**src/rtl/digit_pkg.sv**
```systemverilog
// Shared definitions for the digit controller.
//   DIGIT_MAX / DIGIT_MIN : legal range of the displayed digit
//   mode_t                : operating mode (MANUAL steps on keys only, AUTO also ticks)
//   digit_inc / digit_dec : wrap-around decimal step helpers
package digit_pkg;

   localparam logic [3:0] DIGIT_MAX = 4'd9;
   localparam logic [3:0] DIGIT_MIN = 4'd0;

   typedef enum logic {
      MODE_MANUAL = 1'b0,
      MODE_AUTO   = 1'b1
   } mode_t;

   // Out-of-range inputs fold back to a legal digit rather than propagating.
   function automatic logic [3:0] digit_inc(input logic [3:0] d);
      return (d >= DIGIT_MAX) ? DIGIT_MIN : d + 4'd1;
   endfunction

   function automatic logic [3:0] digit_dec(input logic [3:0] d);
      return (d == DIGIT_MIN || d > DIGIT_MAX) ? DIGIT_MAX : d - 4'd1;
   endfunction

endpackage

```
**src/rtl/key_debounce.sv**
```systemverilog
// Key conditioner for one raw active-low board key.
//   sys_clk : system clock
//   sys_rst : synchronous active-high reset
//   key_n   : raw key, active-low, asynchronous to sys_clk
//   press   : registered one-cycle pulse on each accepted press (debounced 1->0)
module key_debounce #(
   parameter int unsigned DEBOUNCE_CYCLES = 1_000_000
) (
   input  logic sys_clk,
   input  logic sys_rst,
   input  logic key_n,
   output logic press
);

   localparam int unsigned CntW = $clog2(DEBOUNCE_CYCLES);
   localparam logic [CntW-1:0] CntLast = CntW'(DEBOUNCE_CYCLES - 1);

   logic            sync1_q;
   logic            sync2_q;
   logic            deb_q;
   logic            deb_dly_q;
   logic            press_q;
   logic [CntW-1:0] cnt_q;

   always_ff @(posedge sys_clk) begin
      if (sys_rst) begin
         sync1_q   <= 1'b1;
         sync2_q   <= 1'b1;
         deb_q     <= 1'b1;
         deb_dly_q <= 1'b1;
         press_q   <= 1'b0;
         cnt_q     <= '0;
      end else begin
         sync1_q <= key_n;
         sync2_q <= sync1_q;
         // Any agreeing sample restarts the stability window.
         if (sync2_q == deb_q) begin
            cnt_q <= '0;
         end else if (cnt_q == CntLast) begin
            deb_q <= sync2_q;
            cnt_q <= '0;
         end else begin
            cnt_q <= cnt_q + 1'b1;
         end
         deb_dly_q <= deb_q;
         press_q   <= deb_dly_q & ~deb_q;
      end
   end

   assign press = press_q;

endmodule

```
**src/rtl/digit_ctrl.sv**
```systemverilog
// Digit controller: debounces three keys and steps a 0-9 digit.
//   sys_clk     : system clock
//   sys_rst     : synchronous active-high reset
//   key_up_n    : raw up key, active-low
//   key_down_n  : raw down key, active-low
//   key_mode_n  : raw mode key, active-low (toggles MANUAL/AUTO)
//   display_num : current digit 0-9, registered
//   auto_mode   : 1 = AUTO, 0 = MANUAL, registered
//   num_changed : one-cycle pulse in the cycle display_num takes a new value
module digit_ctrl
   import digit_pkg::*;
#(
   parameter int unsigned DEBOUNCE_CYCLES = 1_000_000,
   parameter int unsigned TICK_CYCLES     = 50_000_000
) (
   input  logic       sys_clk,
   input  logic       sys_rst,
   input  logic       key_up_n,
   input  logic       key_down_n,
   input  logic       key_mode_n,
   output logic [3:0] display_num,
   output logic       auto_mode,
   output logic       num_changed
);

   localparam int unsigned TickW = $clog2(TICK_CYCLES);
   localparam logic [TickW-1:0] TickLast = TickW'(TICK_CYCLES - 1);

   logic up_press;
   logic down_press;
   logic mode_press;

   key_debounce #(.DEBOUNCE_CYCLES(DEBOUNCE_CYCLES)) u_key_up (
      .sys_clk (sys_clk),
      .sys_rst (sys_rst),
      .key_n   (key_up_n),
      .press   (up_press)
   );

   key_debounce #(.DEBOUNCE_CYCLES(DEBOUNCE_CYCLES)) u_key_down (
      .sys_clk (sys_clk),
      .sys_rst (sys_rst),
      .key_n   (key_down_n),
      .press   (down_press)
   );

   key_debounce #(.DEBOUNCE_CYCLES(DEBOUNCE_CYCLES)) u_key_mode (
      .sys_clk (sys_clk),
      .sys_rst (sys_rst),
      .key_n   (key_mode_n),
      .press   (mode_press)
   );

   mode_t            mode_q, mode_d;
   logic [3:0]       num_q, num_d;
   logic [TickW-1:0] tick_cnt_q, tick_cnt_d;
   logic             changed_q;
   logic             tick;

   always_ff @(posedge sys_clk) begin
      if (sys_rst) begin
         mode_q     <= MODE_MANUAL;
         num_q      <= DIGIT_MIN;
         tick_cnt_q <= '0;
         changed_q  <= 1'b0;
      end else begin
         mode_q     <= mode_d;
         num_q      <= num_d;
         tick_cnt_q <= tick_cnt_d;
         changed_q  <= (num_d != num_q);
      end
   end

   always_comb begin
      mode_d     = mode_q;
      num_d      = num_q;
      tick_cnt_d = '0;
      tick       = (mode_q == MODE_AUTO) && (tick_cnt_q == TickLast);

      // Tick counter only runs in AUTO; any key activity restarts the interval.
      if (mode_q == MODE_AUTO && !tick) begin
         tick_cnt_d = tick_cnt_q + 1'b1;
      end
      if (up_press || down_press || mode_press) begin
         tick_cnt_d = '0;
      end

      if (mode_press) begin
         unique case (mode_q)
            MODE_MANUAL: mode_d = MODE_AUTO;
            MODE_AUTO:   mode_d = MODE_MANUAL;
         endcase
      end

      // Collision of up and down cancels both and swallows any tick.
      if (up_press && down_press) begin
         num_d = num_q;
      end else if (up_press) begin
         num_d = digit_inc(num_q);
      end else if (down_press) begin
         num_d = digit_dec(num_q);
      end else if (tick) begin
         num_d = digit_inc(num_q);
      end
   end

   assign display_num = num_q;
   assign auto_mode   = (mode_q == MODE_AUTO);
   assign num_changed = changed_q;

endmodule

```
**config.mk**
```make
export PLATFORM = sky130hd
export DESIGN_NAME = digit_ctrl
export DESIGN_NICKNAME = d
export VERILOG_FILES = /design/src/rtl/digit_pkg.sv /design/src/rtl/key_debounce.sv /design/src/rtl/digit_ctrl.sv
export SDC_FILE = /design/constraint.sdc
export NUM_CORES = 1
export LEC_CHECK = 0
export BUFFER_PORTS_ARGS = -buffer_cell sky130_fd_sc_hd__buf_2
export CAP_MARGIN = 20
export CORE_MARGIN = 3
export CORE_UTILIZATION = 60
export CTS_CLUSTER_DIAMETER = 60
export DETAILED_ROUTE_END_ITERATION = 7
export PLACE_DENSITY = 0.87
export SYNTH_ARGS = -nofsm -noshare
export SYNTH_HDL_FRONTEND = slang
export SYNTH_SLANG_ARGS = --single-unit
```
**constraint.sdc**
```tcl
create_clock -name sys_clk -period 4.66 [get_ports sys_clk]
set_clock_uncertainty 0.05 [all_clocks]
set_input_delay 0.699 -clock sys_clk [delete_from_list [all_inputs] [get_ports sys_clk]]
set_output_delay 0.699 -clock sys_clk [all_outputs]
set_load 0.02 [all_outputs]
```
* Word level (Yosys, flattened, before mapping)
Cells that the tools add are included.
** Word-level totals
- Input bits :: 5
- Register bits :: 107
** Cells by class
- $lt $le $gt $ge :: 2
- Reduce and logical (&&, ||, !) cells :: 15
- Bitwise logic cells :: 11
- Multiplexer cells :: 7
- Equality and inequality tests :: 8
- $add $sub $neg :: 6
** Operators with widths (number)
- $add 20x1->20 const B :: 3
- $eq 20x20->1 const B :: 3
- $add 26x1->26 const B :: 1
- $eq 26x26->1 const B :: 1
- $mux 4 :: 6
- $reduce_or 3->1 :: 4
- $not 1->1 :: 8
- $reduce_and 2->1 :: 3
- $add 4x1->4 const B :: 1
- $ge 4x4->1 const B :: 1
- $gt 4x4->1 const B :: 1
- $logic_not 4->1 :: 1
- $ne 4x4->1 :: 1
- $sub 4x1->4 const B :: 1
- $and 1x1->1 :: 3
- $eq 1x1->1 :: 3
- $logic_and 1x1->1 :: 3
- $logic_or 1x1->1 :: 3
- $pmux 1 s2 :: 1
- $logic_not 1->1 :: 1

* Logic depth before layout (Yosys ltp)
- Depth after elaboration :: 7
- Depth in mapped cells :: 9

* Hierarchy
From an unflattened synthesis, not the netlist that was laid out.
** Second synthesis, totals
- Cell total of the unflattened synthesis :: 562
- Area, all modules :: 5011.1 um^2
** By module, submodules not included
- key_debounce :: instances 3, cells each 118, area an instance 1099.8 um^2
- digit_ctrl :: instances 1, cells each 208, area an instance 1711.6 um^2

* Worst setup path after synthesis
Ideal clock, no wire load.
- Path type :: reg2reg
- From :: register num_q[0], in the netlist display_num[0]
- To :: register changed_q, in the netlist num_changed
- Slack :: 2.534 ns
- Library setup time :: 0.074 ns
- Stages on the path, launching flop included :: 10
- Data arrival time :: 2.002 ns
- Required time :: 4.536 ns
- Cells stage by stage :: dfxtp_1 > inv_1 > ha_1 > clkbuf_1 > nor3b_1 > a21o_1 > nor3_1 > a41oi_1 > o22a_2 > a31oi_1
** On the way
- Longest elaborated chain between the ends :: 7
** RTL lines
- from (decl) :: RTL line digit_ctrl.sv:55 : logic [3:0] num_q, num_d;
- from (signal assigned) :: RTL line digit_ctrl.sv:68 : num_q <= num_d;
- $add 4x1->4 (tied with other cells) :: RTL line digit_pkg.sv:17 : return (d >= DIGIT_MAX) ? DIGIT_MIN : d + 4'd1;
- $mux 4 or $logic_or 1x1->1 (tied branches) :: RTL line digit_pkg.sv:17, digit_pkg.sv:21
- $mux 4, on equally long branches :: RTL line digit_ctrl.sv:102, digit_pkg.sv:21
- $mux 4 :: RTL line digit_ctrl.sv:100 : end else if (down_press) begin
- $mux 4 :: RTL line digit_ctrl.sv:98 : end else if (up_press) begin
- $mux 4 :: RTL line digit_ctrl.sv:96 : if (up_press && down_press) begin
- $ne 4x4->1 * :: RTL line digit_ctrl.sv:70 : changed_q <= (num_d != num_q);
- to (signal assigned) :: RTL line digit_ctrl.sv:70
- to (decl) :: RTL line digit_ctrl.sv:57 : logic changed_q;
Mark *: on every way between the ends. The rest lies on a longest branch, timed or not.
A chain may end at the register's enable or synchronous reset.

* Worst setup path in the final report
- From :: register tick_cnt_q[0]
- To :: register tick_cnt_q[9]
** On the way
- Longest elaborated chain between the ends :: 6
** RTL lines
- from (decl) :: RTL line digit_ctrl.sv:56 : logic [TickW-1:0] tick_cnt_q, tick_cnt_d;
- from (signal assigned) :: RTL line digit_ctrl.sv:69 : tick_cnt_q <= tick_cnt_d;
- branches (longest 6 deep; another with $add 26x1->26)
Several ways; the timed one is not identified.

==> metrics.cfg <==
[route]
first_iter_violations = 187
wl_per_cell_um = 13.08
ant_nets = 0
top_layer = met4
dr.pass1.iters = 4
wirelength_mm = 8.544
drt-met1-wl_mm = 3.979
drc = 0
dr_wl_met3_um = 344
vias_per_cell = 5.629
wl_met2_mm = 4.134
num_vias = 3676

[logic_synthesis]
synth_area_leaders = dfxtp_1, nor2_1, xor2_1, xnor2_1, nand3_1
synth_top_flop_cell = dfxtp_1
synth_area_um2 = 4727
synth-edff-count = 0
synth.net_count = 555
yosysTopAreaCell = dfxtp_1
netlist_instances = 543
synthDistinctLibCells = 50
synth-async-reset-ratio_pct = 0
seq_area_frac_synth_pct = 45.31
synthDominantCellAreaShare_pct = 45.31
ys_ff_latch = 107
syn_area_per_cell_um2 = 8.705
synth_warnings = 0

[clock_tree]
cts-buffers-inserted = 9
postCtsHoldBufs = 0
path_clk_slew_ps = 90
clock-sinks = 107
tritoncts = yes
ctsResizeCount = 0
htree_levels = 3
cts_buffer_depth = 2
clk-insertion-delay-late_ps = 360
postCtsSetupRepairBufs = 0
cts_root_buf = clkbuf_8

[place]
hpwl_mm = 5.964
gpl.final_weighted_congestion = 0.8854
placed_cell_area_um2 = 4842
port_buffers = 10
pre_cts_ws_ps = 2249

[layout]
syn2layout_area_growth_pct = 6.988
nets = 562
diodes = 0
layout_common_cells = nor2_1, dfxtp_1, xor2_1, nand3_1, xnor2_1
final_cell_area_um2 = 5057
drive_above_1_share_pct = 7.762
fill_cells = 584
final_common_cell = nor2_1

[critical_path]
cpMostUsedCell = nand3_1
crit_path_max_fanout = 26
start_kind = flip-flop
worstPathArrival_ps = 2520
path_cells = ha_1, nand3_1, nor3_1, nand2_1, nand3_1, nor2_1
critPathMaxStageDelay_ps = 670
rr_endpoint = tick_cnt_q[9]
reg2regPathDepth = 6
r2r_start = tick_cnt_q[0]
required_ps = 4810
critPathKind = flip-flop to flip-flop
end_kind = flip-flop
cp_slowest_cell = nand3_1
r2r_slack_ps = 2290

[power_and_ir_drop]
p_sw_mw = 0.3063
cellPowerDensity_nw_per_um2 = 305.2
power_leakage_nw = 1.742
seqPwrFrac_pct = 59.5
clock_power_share_pct = 39.6
peakVddDrop_uv = 179.0
switching_share_pct = 19.85
p_comb_share_pct = 0.8
p_int_mw = 1.237
total_power_mw = 1.543

[timing]
setup_viol = 0
setup_ws_ps = 2291
min_period_over_period_pct = 50.84
slew_violations = 0
relSlewSlack_pct = 37.38
tns_ps = 0
tightest_slew_ps = 936.6
grt_setup_unrepaired = no
hold_viol_final = 0
min_period_ps = 2369
fmax_mhz = 422.1

[worst_hold_path]
holdPathEnd = u_key_down.sync2_q
min_path_type = flip-flop to flip-flop
worstHoldStart = u_key_down.sync1_q
hold_depth = 1

[die]
ioPinCount = 11
core_area_um2 = 7447
dieWidth_um = 94.76
start_util_pct = 63.47
row_count = 31
fp.dieH_um = 94.76
die_area_um2 = 8979

[global_routing]
grt.total_usage_pct = 20.83
grt_max_degree = 27
grt_pass1_wl_mm = 15.33
grt_pass1_vias = 3633
grt_overflow = 0
antenna_found_initial = 0

[run]
maxCapViolCount = 0

[run_status]
status = complete, no violations

[logic make-up (layout without fill, tap and decap cells)]
group / count (synthesis) / in the layout / share of synthesized area [%]
compound gates: 44 / 44 / 6.643
xor+xnor: 81 / 81 / 15.01
fa+ha+maj: 7 / 7 / 1.853
buf+inv: 31 / 42 / 2.594
flops: 107 / 107 / 45.31
simple gates: 273 / 273 / 28.59
[state kept, by name, summed over array words and instances, names as in the netlist, 4 cells and up]
name / cells
display_num: 4
tick_cnt_q: 26
u_key_up.cnt_q: 20
u_key_down.cnt_q: 20
u_key_mode.cnt_q: 20
[cells in the mapped netlist, types with 9 or more instances]
cell        n
and3_1     18
xor2_1     48
nand2_1    29
a21oi_1    11
nand4_1    21
dfxtp_1   107
clkbuf_1    9
inv_1      17
nand3_1    36
nor3_1     10
xnor2_1    33
or2_2       9
nor2_1    116
[worst max-delay path, delay by kind of cell, from the launching register on]
| kind | cells | cell delay (ps) |
|---|---|---|
| simple gates | 5 | 1580 |
| fa+ha+maj | 1 | 210 |
| flops | 1 | 390 |
[per-stage QoR]
stage                     hold slack, ps  std cells  util (%)
after floorplan                    339.5        543         -
after global placement             341.6        638     65.02
after detailed placement           342.8        638     65.02
after CTS                          366.2        653     67.91
after global routing               376.5        653     67.91
final                              365.1        653     67.91
[metal layers]
layer	up-vias	GRT usage (%)
li1	1867	-
met1	1729	25.80
met2	73	35.82
met3	7	5.100
met4	0	6.130
met5	-	0
[power by group through the flow]
stage                     combinational [mW]  clock [mW]  sequential, mW
after floorplan                      0.00896           0           0.940
after global routing                  0.0145       0.661           0.919
after detailed placement              0.0129           0           0.940
after global placement                0.0123           0           0.940
after CTS                             0.0129       0.628           0.919
final                                 0.0129       0.612           0.919
[area by class of cell]
class	count	area, um^2	area share, %
clock inverters	4	73.82	1.460
repair buffers	10	50.05	0.9896
flip-flops and latches	107	2142	42.36
multi-input cells	405	2462	48.69
clock buffers	11	141.4	2.796
well taps	99	123.9	2.449
inverters	17	63.81	1.262
[worst max path at each step]
stage,depth (start not counted),end,slack [ps],startpoint
6_report,6,tick_cnt_q[9],2290,tick_cnt_q[0]
5_1_grt,6,u_key_down.cnt_q[16],1990,u_key_down.cnt_q[0]
4_1_cts,5,tick_cnt_q[7],2290,tick_cnt_q[7]
3_5_place_dp,4,tick_cnt_q[24],2250,sys_rst
3_3_place_gp,4,tick_cnt_q[22],2390,sys_rst
2_1_floorplan,9,num_changed,2530,display_num[0]
Power figures use the tool's default switching activity.
